## config.mk

```make
export PLATFORM = sky130hd
export DESIGN_NAME = pipeline_freeze_ctrl
export DESIGN_NICKNAME = d
export VERILOG_FILES = /design/src/rtl/pipe_ctrl_pkg.sv /design/src/rtl/pipe_hazard_detect.sv /design/src/rtl/pipeline_freeze_ctrl.sv
export SDC_FILE = /design/constraint.sdc
export NUM_CORES = 1
export LEC_CHECK = 0
export ABC_CLOCK_PERIOD_IN_PS = 2200
export CORE_ASPECT_RATIO = 1.5
export CORE_MARGIN = 2
export CORE_UTILIZATION = 49
export CTS_CLUSTER_DIAMETER = 100
export DETAILED_ROUTE_END_ITERATION = 8
export PLACE_DENSITY = 0.8
export SLEW_MARGIN = 0
export SYNTH_ARGS = -nofsm -noshare
export SYNTH_HDL_FRONTEND = slang
export SYNTH_SLANG_ARGS = --single-unit
```

## constraint.sdc

```tcl
create_clock -name clk -period 2.2 [get_ports clk]
set_input_delay 0.33 -clock clk [delete_from_list [all_inputs] [get_ports clk]]
set_output_delay 0.33 -clock clk [all_outputs]
set_load 0.01 [all_outputs]
```

## src/rtl/pipe_ctrl_pkg.sv

```systemverilog
// Shared definitions for the pipeline freeze/flush controller:
// sequencer state encoding, PC register index and default SRAM wait limit.
package pipe_ctrl_pkg;

    typedef enum logic [1:0] {
        RUN   = 2'd0,
        WAIT  = 2'd1,
        FAULT = 2'd2
    } ctrl_state_t;

    localparam logic [3:0]  REG_PC       = 4'd15;
    localparam int unsigned MAX_WAIT_DEF = 255;

endpackage

```

## src/rtl/pipe_hazard_detect.sv

```systemverilog
// Combinational RAW hazard compare between the ID-stage sources and the
// EXE/MEM destinations. Build option MEM_FWD_EN: with a forwarding unit
// present only the EXE load-use case remains a hazard.
module pipe_hazard_detect
    import pipe_ctrl_pkg::*;
(
    input  logic [3:0] id_src1,
    input  logic [3:0] id_src2,
    input  logic       id_two_src,
    input  logic       exe_wb_en,
    input  logic       exe_mem_r_en,
    input  logic [3:0] exe_dest,
    input  logic       mem_wb_en,
    input  logic [3:0] mem_dest,
    output logic       hazard
);

    logic src1_live;
    logic src2_live;
    logic exe_hit;

    // PC reads never wait on a writer; src2 only matters when it is read
    always_comb begin
        src1_live = (id_src1 != REG_PC);
        src2_live = id_two_src && (id_src2 != REG_PC);
        exe_hit   = exe_wb_en &&
                    ((src1_live && (exe_dest == id_src1)) ||
                     (src2_live && (exe_dest == id_src2)));
    end

`ifdef MEM_FWD_EN
    logic unused_mem_fwd;
    assign unused_mem_fwd = ^{mem_wb_en, mem_dest};

    // forwarding covers ALU results; only a load in EXE must stall ID
    always_comb begin
        hazard = exe_mem_r_en && exe_hit;
    end
`else
    logic unused_load_flag;
    logic mem_hit;
    assign unused_load_flag = exe_mem_r_en;

    // no forwarding: any pending EXE or MEM write to a source stalls ID
    always_comb begin
        mem_hit = mem_wb_en &&
                  ((src1_live && (mem_dest == id_src1)) ||
                   (src2_live && (mem_dest == id_src2)));
        hazard  = exe_hit || mem_hit;
    end
`endif

endmodule

```

## src/rtl/pipeline_freeze_ctrl.sv

```systemverilog
// Central stall/flush sequencer for the five-stage pipeline.
// Priority: SRAM wait > taken-branch flush > data-hazard stall.
// Optional macro MEM_FWD_EN selects load-use-only hazard detection.
module pipeline_freeze_ctrl
    import pipe_ctrl_pkg::*;
#(
    parameter int unsigned MAX_WAIT = MAX_WAIT_DEF,
    parameter int unsigned WAIT_W   = 8,
    parameter int unsigned CNT_W    = 16
) (
    input  logic             clk,
    input  logic             rst,
    input  logic [3:0]       id_src1,
    input  logic [3:0]       id_src2,
    input  logic             id_two_src,
    input  logic             exe_wb_en,
    input  logic             exe_mem_r_en,
    input  logic [3:0]       exe_dest,
    input  logic             mem_wb_en,
    input  logic [3:0]       mem_dest,
    input  logic             mem_r_en,
    input  logic             mem_w_en,
    input  logic             sram_ready,
    input  logic             branch_taken,
    output logic             freeze_if,
    output logic             freeze_id,
    output logic             freeze_exe,
    output logic             freeze_mem,
    output logic             flush_if,
    output logic             bubble_exe,
    output logic             mem_timeout,
    output logic [CNT_W-1:0] stall_cnt,
    output logic [CNT_W-1:0] flush_cnt
);

    localparam logic [WAIT_W-1:0] WAIT_LAST = WAIT_W'(MAX_WAIT - 1);

    ctrl_state_t       state, state_nxt;
    logic [WAIT_W-1:0] wait_cnt, wait_cnt_nxt;
    logic              hazard;
    logic              mem_req;

    pipe_hazard_detect u_hazard (
        .id_src1      (id_src1),
        .id_src2      (id_src2),
        .id_two_src   (id_two_src),
        .exe_wb_en    (exe_wb_en),
        .exe_mem_r_en (exe_mem_r_en),
        .exe_dest     (exe_dest),
        .mem_wb_en    (mem_wb_en),
        .mem_dest     (mem_dest),
        .hazard       (hazard)
    );

    assign mem_req = mem_r_en | mem_w_en;

    // state, wait counter and sticky timeout flag
    always_ff @(posedge clk or negedge rst) begin
        if (!rst) begin
            state       <= RUN;
            wait_cnt    <= '0;
            mem_timeout <= 1'b0;
        end else begin
            state       <= state_nxt;
            wait_cnt    <= wait_cnt_nxt;
            mem_timeout <= mem_timeout | (state_nxt == FAULT);
        end
    end

    // next state and same-cycle freeze/flush strobes
    // The detecting RUN cycle counts as the first wait cycle, so WAIT is
    // entered with wait_cnt=1 and MAX_WAIT stalled cycles precede FAULT.
    always_comb begin
        state_nxt    = state;
        wait_cnt_nxt = wait_cnt;
        freeze_if    = 1'b0;
        freeze_id    = 1'b0;
        freeze_exe   = 1'b0;
        freeze_mem   = 1'b0;
        flush_if     = 1'b0;
        bubble_exe   = 1'b0;
        if (rst) begin
            unique case (state)
                RUN: begin
                    wait_cnt_nxt = '0;
                    if (mem_req && !sram_ready) begin
                        {freeze_if, freeze_id, freeze_exe, freeze_mem} = '1;
                        if (MAX_WAIT <= 1) begin
                            state_nxt = FAULT;
                        end else begin
                            state_nxt    = WAIT;
                            wait_cnt_nxt = WAIT_W'(1);
                        end
                    end else if (branch_taken) begin
                        flush_if   = 1'b1;
                        bubble_exe = 1'b1;
                    end else if (hazard) begin
                        freeze_if  = 1'b1;
                        freeze_id  = 1'b1;
                        bubble_exe = 1'b1;
                    end
                end
                WAIT: begin
                    {freeze_if, freeze_id, freeze_exe, freeze_mem} = '1;
                    if (sram_ready) begin
                        state_nxt    = RUN;
                        wait_cnt_nxt = '0;
                    end else if (wait_cnt >= WAIT_LAST) begin
                        state_nxt = FAULT;
                    end else begin
                        wait_cnt_nxt = wait_cnt + 1'b1;
                    end
                end
                FAULT: begin
                    {freeze_if, freeze_id, freeze_exe, freeze_mem} = '1;
                end
                default: begin
                    state_nxt    = RUN;
                    wait_cnt_nxt = '0;
                end
            endcase
        end
    end

    // saturating performance counters
    always_ff @(posedge clk or negedge rst) begin
        if (!rst) begin
            stall_cnt <= '0;
            flush_cnt <= '0;
        end else begin
            if (freeze_if && (stall_cnt != '1)) begin
                stall_cnt <= stall_cnt + 1'b1;
            end
            if (flush_if && (flush_cnt != '1)) begin
                flush_cnt <= flush_cnt + 1'b1;
            end
        end
    end

endmodule

```

Yosys cells after proc, flatten, opt, wreduce, memory -nomap -nowiden
Cells that the tools add are included.
{"block": "op_classes", "div_mod_pow": 0, "n_mux": 25, "n_mul": 0, "n_reduce_logical": 17, "n_eq_ne": 12, "addsub": 3, "n_bitwise": 3, "n_shift": 0, "n_lt_le_gt_ge": 1}
{"operator": "16-bit by 1-bit adder with 16-bit output, second input constant", "count": 2}
{"operator": "16-bit != test, second input constant", "count": 2}
{"operator": "8-bit case mux with 3 select lines", "count": 1}
{"operator": "4-bit == test", "count": 4}
{"operator": "8-bit 2-to-1 mux", "count": 2}
{"operator": "1-bit 2-to-1 mux", "count": 15}
{"operator": "1-bit logical AND", "count": 10}
{"operator": "8-bit by 1-bit adder with 8-bit output, second input constant", "count": 1}
{"operator": "8-bit >= comparator, second input constant", "count": 1}
{"operator": "2-bit 2-to-1 mux", "count": 4}
{"operator": "4-bit != test, second input constant", "count": 2}
{"operator": "2-bit case mux with 3 select lines", "count": 1}
{"operator": "2-bit == test, second input constant", "count": 2}
{"operator": "1-bit case mux with 2 select lines", "count": 2}
{"operator": "1-bit logical OR", "count": 3}
{"operator": "3-bit != test, second input constant", "count": 1}
{"operator": "3-bit AND reduction", "count": 1}
{"operator": "2-bit by 1-bit == test with 1-bit output, second input constant", "count": 1}
{"operator": "2-bit zero test", "count": 1}
{"operator": "1-bit OR", "count": 2}
{"operator": "2-bit OR reduction", "count": 1}
{"operator": "1-bit zero test", "count": 1}
{"operator": "1-bit NOT", "count": 1}
{"block": "word_totals", "inputBits": 26, "romBits": 0, "latchBits": 0, "regBits": 43, "ramBits": 0, "output_inout_bits": 39, "wordCells": 66, "memories": 0}

Longest topological paths before layout
{"block": "depth", "ltp_word": 12, "mapped_depth": 9, "depth_no_buf": 9}

Cells and area by module
A second synthesis with hierarchy kept.
{"block": "unflattened", "hier_cells": 269, "hier_area_um2": 2670.1}
{"module": "pipeline_freeze_ctrl", "area_each_um2": 2448.6, "n_inst": 1, "seq_area_each_um2": 1076.0, "cells_per_inst": 238}
{"module": "pipe_hazard_detect", "area_each_um2": 221.5, "n_inst": 1, "seq_area_each_um2": 0.0, "cells_per_inst": 31}

Worst setup path after synthesis
No wires, ideal clock.
{"block": "synth_timing", "path_kind": "reg2out", "startpoint": "register state[0]", "endpoint": "output port freeze_if", "t_required_ns": 1.870, "arrival_time_ns": 1.848, "path_buffers": 2, "slack_ns": 0.022, "stages_incl_launch_ff": 9, "cell_sequence": "dfrtp_1 > inv_1 > ha_1 > inv_1 > nor2_1 > o21a_1 > clkbuf_1 > or2_2 > buf_4"}
{"block": "synth_between", "elab_chain_len": 4, "word_cells_on_any_way": 6, "classes_between": "eq/ne (2); mux (2); reduce/logical (2)"}
{"item": "start: declaration", "line_no": "pipeline_freeze_ctrl.sv:38", "rtl": "ctrl_state_t state, state_nxt;"}
{"item": "start signal: assignment", "line_no": "pipeline_freeze_ctrl.sv:64", "rtl": "state <= state_nxt;"}
{"item": "2-bit by 1-bit == test with 1-bit output / 2-bit == test (equally long branches)"}
{"item": "2-bit OR reduction (no source line)"}
{"item": "1-bit case mux with 2 select lines *"}
{"item": "1-bit 2-to-1 mux *"}
{"item": "end: declaration", "line_no": "pipeline_freeze_ctrl.sv:25", "rtl": "output logic freeze_if,"}
Every way passes the cells marked *; elsewhere a longest branch is shown, timed or not.

Final worst setup path
{"block": "layout_timing", "startpoint": "input port id_src1[3]", "endpoint": "output port freeze_if"}
{"block": "layout_between", "elab_chain_len": 10, "word_cells_on_any_way": 15, "classes_between": "eq/ne (3); mux (5); reduce/logical (7)"}
{"item": "start: declaration", "line_no": "pipeline_freeze_ctrl.sv:13", "rtl": "input logic [3:0] id_src1,"}
{"item": "4-bit != test (tied with other cells)", "line_no": "pipe_hazard_detect.sv:24", "rtl": "src1_live = (id_src1 != REG_PC);"}
{"item": "1-bit logical AND, on equally long branches", "line_no": "pipe_hazard_detect.sv:27, pipe_hazard_detect.sv:47"}
{"item": "1-bit logical OR, on equally long branches", "line_no": "pipe_hazard_detect.sv:27, pipe_hazard_detect.sv:47"}
{"item": "1-bit logical AND, on equally long branches", "line_no": "pipe_hazard_detect.sv:26, pipe_hazard_detect.sv:46"}
{"item": "1-bit logical OR *", "line_no": "pipe_hazard_detect.sv:49", "rtl": "hazard = exe_hit || mem_hit;"}
{"item": "1-bit 2-to-1 mux *", "line_no": "pipeline_freeze_ctrl.sv:97", "rtl": "end else if (hazard) begin"}
{"item": "1-bit 2-to-1 mux *", "line_no": "pipeline_freeze_ctrl.sv:94", "rtl": "end else if (branch_taken) begin"}
{"item": "1-bit 2-to-1 mux *", "line_no": "pipeline_freeze_ctrl.sv:86", "rtl": "if (mem_req && !sram_ready) begin"}
{"item": "1-bit case mux with 2 select lines *", "line_no": "pipeline_freeze_ctrl.sv:83", "rtl": "unique case (state)"}
{"item": "1-bit 2-to-1 mux *", "line_no": "pipeline_freeze_ctrl.sv:82", "rtl": "if (rst) begin"}
Marked as above.

==> results by stage <==
Run status:
- The flow ran to the end, and the final reports show no timing, DRC or antenna violations.

Timing:
- The final-layout worst hold slack is 487.1 ps.
- The final setup violation count is 0.
- The max-slew headroom at the worst pin is 74.30%.
- Timing would allow up to 461.9 MHz.
- For the final database, setup skew stands at 6.055 ps.
- The final critical-path share of the clock period is 98.40%.
- The number of max-slew violations in the final report came to 0.
- The count of endpoints failing hold in the final timing report is 0.
- The pin slew with the least headroom to its limit is 384.1 ps.
- Subtracting the final worst setup slack from the clock period gives 2165 ps.

CTS:
- Counting along the longest clock path gives a buffer depth of 2.
- The clock latency of the later-clocked register in the worst-skew pair is 300 ps.
- The clock-pin slew of the registers on the worst-case setup and hold paths is 90 ps.
- The TritonCTS clock tree is done.
- The level count of the clock H-tree is 2.
- The clock net sink count is 43.
- Buffers inserted during clock tree synthesis total 5.
- The root buffer cell is sky130_fd_sc_hd__clkbuf_8.

Place:
- The number of placed instances, taps included, is 400.
- Once detailed placement completed, the half-perimeter wirelength came to 4503 microns.
- The congestion estimate from routability-driven global placement came to 0.8068.
- The number of input and output port buffers inserted is 63.

Synthesis:
- The post-synthesis cell type with the largest combined area is sky130_fd_sc_hd__dfrtp_1.
- The post-synthesis instance total is 250.
- In this run the mean area of a mapped cell was 9.950 sq um.
- In the synthesized netlist the dominant register cell turns out to be sky130_fd_sc_hd__dfrtp_1.
- The register bit total from synthesis is 43.
- The number of distinct library cell variants in the gate-level netlist after synthesis is 40.
- The sequential-to-total area share from yosys stat is 43.26%.
- The synthesized design devotes to its leading area cell type 43.26% of total area.
- Sorting the synthesized cells by area gives the leading types as sky130_fd_sc_hd__dfrtp_1 (43%), sky130_fd_sc_hd__xnor2_1 (10%), sky130_fd_sc_hd__xor2_1 (4.6%).
- The mapped cell area is 0.002487 sq mm.
- During synthesis, Yosys emitted a total of 0 warnings.
- Counting flops with a built-in enable in the synthesized netlist gives 0.
- After synthesis, the share of flip-flops with an asynchronous set or reset is 100.0%.
- The net count of the mapped netlist is 285.

GRT:
- The global-route wire length before repair is 10320 microns.
- The total overflow left after global routing is 0.
- The maximum number of pins on one net before global-route repair is 30.
- The global router's overall resource usage is 22.56%.
- The via count of the first global-routing pass is 2211.
- The number of antenna violations at the first check in global routing was 0.

Setup path:
- The worst register-to-register path has a setup slack of 140 ps.
- The biggest cell delay along the critical path is 450 ps.
- The critical path crosses 7 cells after its start point.
- The top fanout value on the critical path is 4.
- The largest delay contributor family on the critical path is buffers and inverters.
- The kind of end point of the critical path is a primary output.
- Counting stages on the worst path, the most repeated cell is sky130_fd_sc_hd__a21oi_2.
- The depth of the worst register-to-register path is 9.
- The slowest stage of the critical path is the sky130_fd_sc_hd__clkdlybuf4s50_1 cell.
- At the worst endpoint, the required time is 1870 ps.
- The number of buffers and inverters on the critical path is 2.
- The arrival time of the worst setup path is 1830 ps.
- The worst setup path category is input port to primary output.
- Walking the worst path, the cells encountered are clkdlybuf4s50_1 > or2_2 > a21oi_2 > a41oi_2 > a21oi_2 > or2_4 > buf_6.
- The worst setup path is launched from an input port.

Floorplan:
- The total die area is 0.005674 sq mm.
- Pin placement for this block handled 65 I/O pins.
- The die is 91.26 microns tall.
- The number of placement rows is 31.
- The die is 62.18 microns wide.
- The starting density of the core is 51.30%.
- The core region is 0.004848 sq mm.

Finish:
- The area added between synthesis and finish is 41.40%.
- The number of antenna repair diodes is 0.
- The net total in the final layout is 380.
- The ratio of cells with drive above 1 in the final layout is 19.94%.
- The most frequent standard cell in the layout excluding fill and tap cells is sky130_fd_sc_hd__clkdlybuf4s50_1.
- Leaving out fill and tap cells, the most frequent cells in the layout are sky130_fd_sc_hd__clkdlybuf4s50_1 (45), sky130_fd_sc_hd__dfrtp_1 (43), sky130_fd_sc_hd__xnor2_1 (29).
- The final cell count without fillers is 412.

Drt:
- The initial DRC count is 62.
- The count of nets left with antenna violations after detail routing is 0.
- The via density per instance is 5.427.
- For this run, design rule violations remaining after detail routing come to 0.
- The routed length per placed instance is 14.59 microns.
- The via count is 2236.
- The total routed wirelength is 6011 microns.
- The iteration count of the initial detailed-routing pass is 4.

Power:
- The power per cell area is 684.6 mW/mm^2.
- The leakage power of the design is 1.600 nW.
- IR analysis of the VDD net gives a maximum drop of 0.5889 mV.

Min path:
- Along the worst hold path, the cell count comes to 1.
- The kind of path behind the tightest hold check is flip-flop to flip-flop.

Flow run:
- Max-cap violations in this run came to 0.
## final timing paths
path	from	end
max	id_src1[3]	freeze_if
min	mem_timeout	mem_timeout
max reg2reg	state[1]	wait_cnt[7]
min reg2reg	mem_timeout	mem_timeout
max in group asynchronous	rst	stall_cnt[3]
min in group asynchronous	rst	state[0]
## repair_timing
action                                  in CTS  in global routing
buffers inserted                             2                  1
endpoints found under the hold margin       14                  0
gates resized for setup                     29                 15
hold buffers                                 1                  0
pin swaps                                    5                  5
endpoints found under the setup margin       7                 12
## where the power goes
group	internal, mW	leakage (nW)	total [mW]	switching [mW]
sequential	0.896	0.571	1.03	0.131
clock	0.227	0.0443	0.517	0.290
combinational	0.476	0.985	0.863	0.387
total	1.60	1.60	2.41	0.809
## flip-flops by register name, indices dropped and copies added (netlist names)
name,cells
mem_timeout,1
wait_cnt,8
flush_cnt,16
stall_cnt,16
state,2
## per-stage QoR
stage | cell area [sq um] | TNS (ps) | power, mW | worst slack (ps) | util, %
4_1_cts | 3478 | -29.99 | 2.400 | -27.40 | 71.74
3_3_place_gp | 3352 | -3577 | 1.854 | -487.6 | 69.14
5_1_grt | 3517 | -63.26 | 2.569 | -29.69 | 72.54
3_5_place_dp | 3352 | -4781 | 1.881 | -530.1 | 69.14
2_1_floorplan | 2487 | 0 | 1.424 | 21.53 | -
6_report | 3517 | 0 | 2.408 | 35.12 | 72.54
## synth_stat cells (all sizes together), types with 7 or more instances
library cell,n
nand2,19
o211ai,8
nor2,18
a21oi,8
mux2,7
ha,9
xnor2,29
o21ai,10
xor2,13
nand4,8
nand3,16
and3,9
dfrtp,43
inv,11
## area by class of cell
cell class	count	area (sq um)
Tap cell	66	82.58
Timing Repair Buffer	94	862.1
Clock inverter	3	25.02
Clock buffer	5	68.82
Multi-Input combinational cell	190	1361
Inverter	11	41.29
Sequential cell	43	1076
Fill cell	365	1331
## layer usage
metal / vias to the layer above / part of all wire, % / track usage, %
met3: 13 / 3.7 / 4.461
met1: 1101 / 40 / 25.67
li1: 1062 / - / -
met5: - / 0 / 0
met4: 0 / 1.5 / 6.481
met2: 60 / 55 / 42.30
## cell families after synthesis
| kind of cell | Yosys count | share of synthesized area, % |
|---|---|---|
| adder cells (fa/ha/maj) | 9 | 4.527 |
| XOR/XNOR | 42 | 14.79 |
| multiplexers | 8 | 3.722 |
| AND/OR/NAND/NOR | 94 | 20.27 |
| buffers and inverters | 17 | 3.521 |
| flip-flops | 43 | 43.26 |
| AO/OA/AOI/OAI | 37 | 9.910 |
Power figures use the tool's default switching activity.
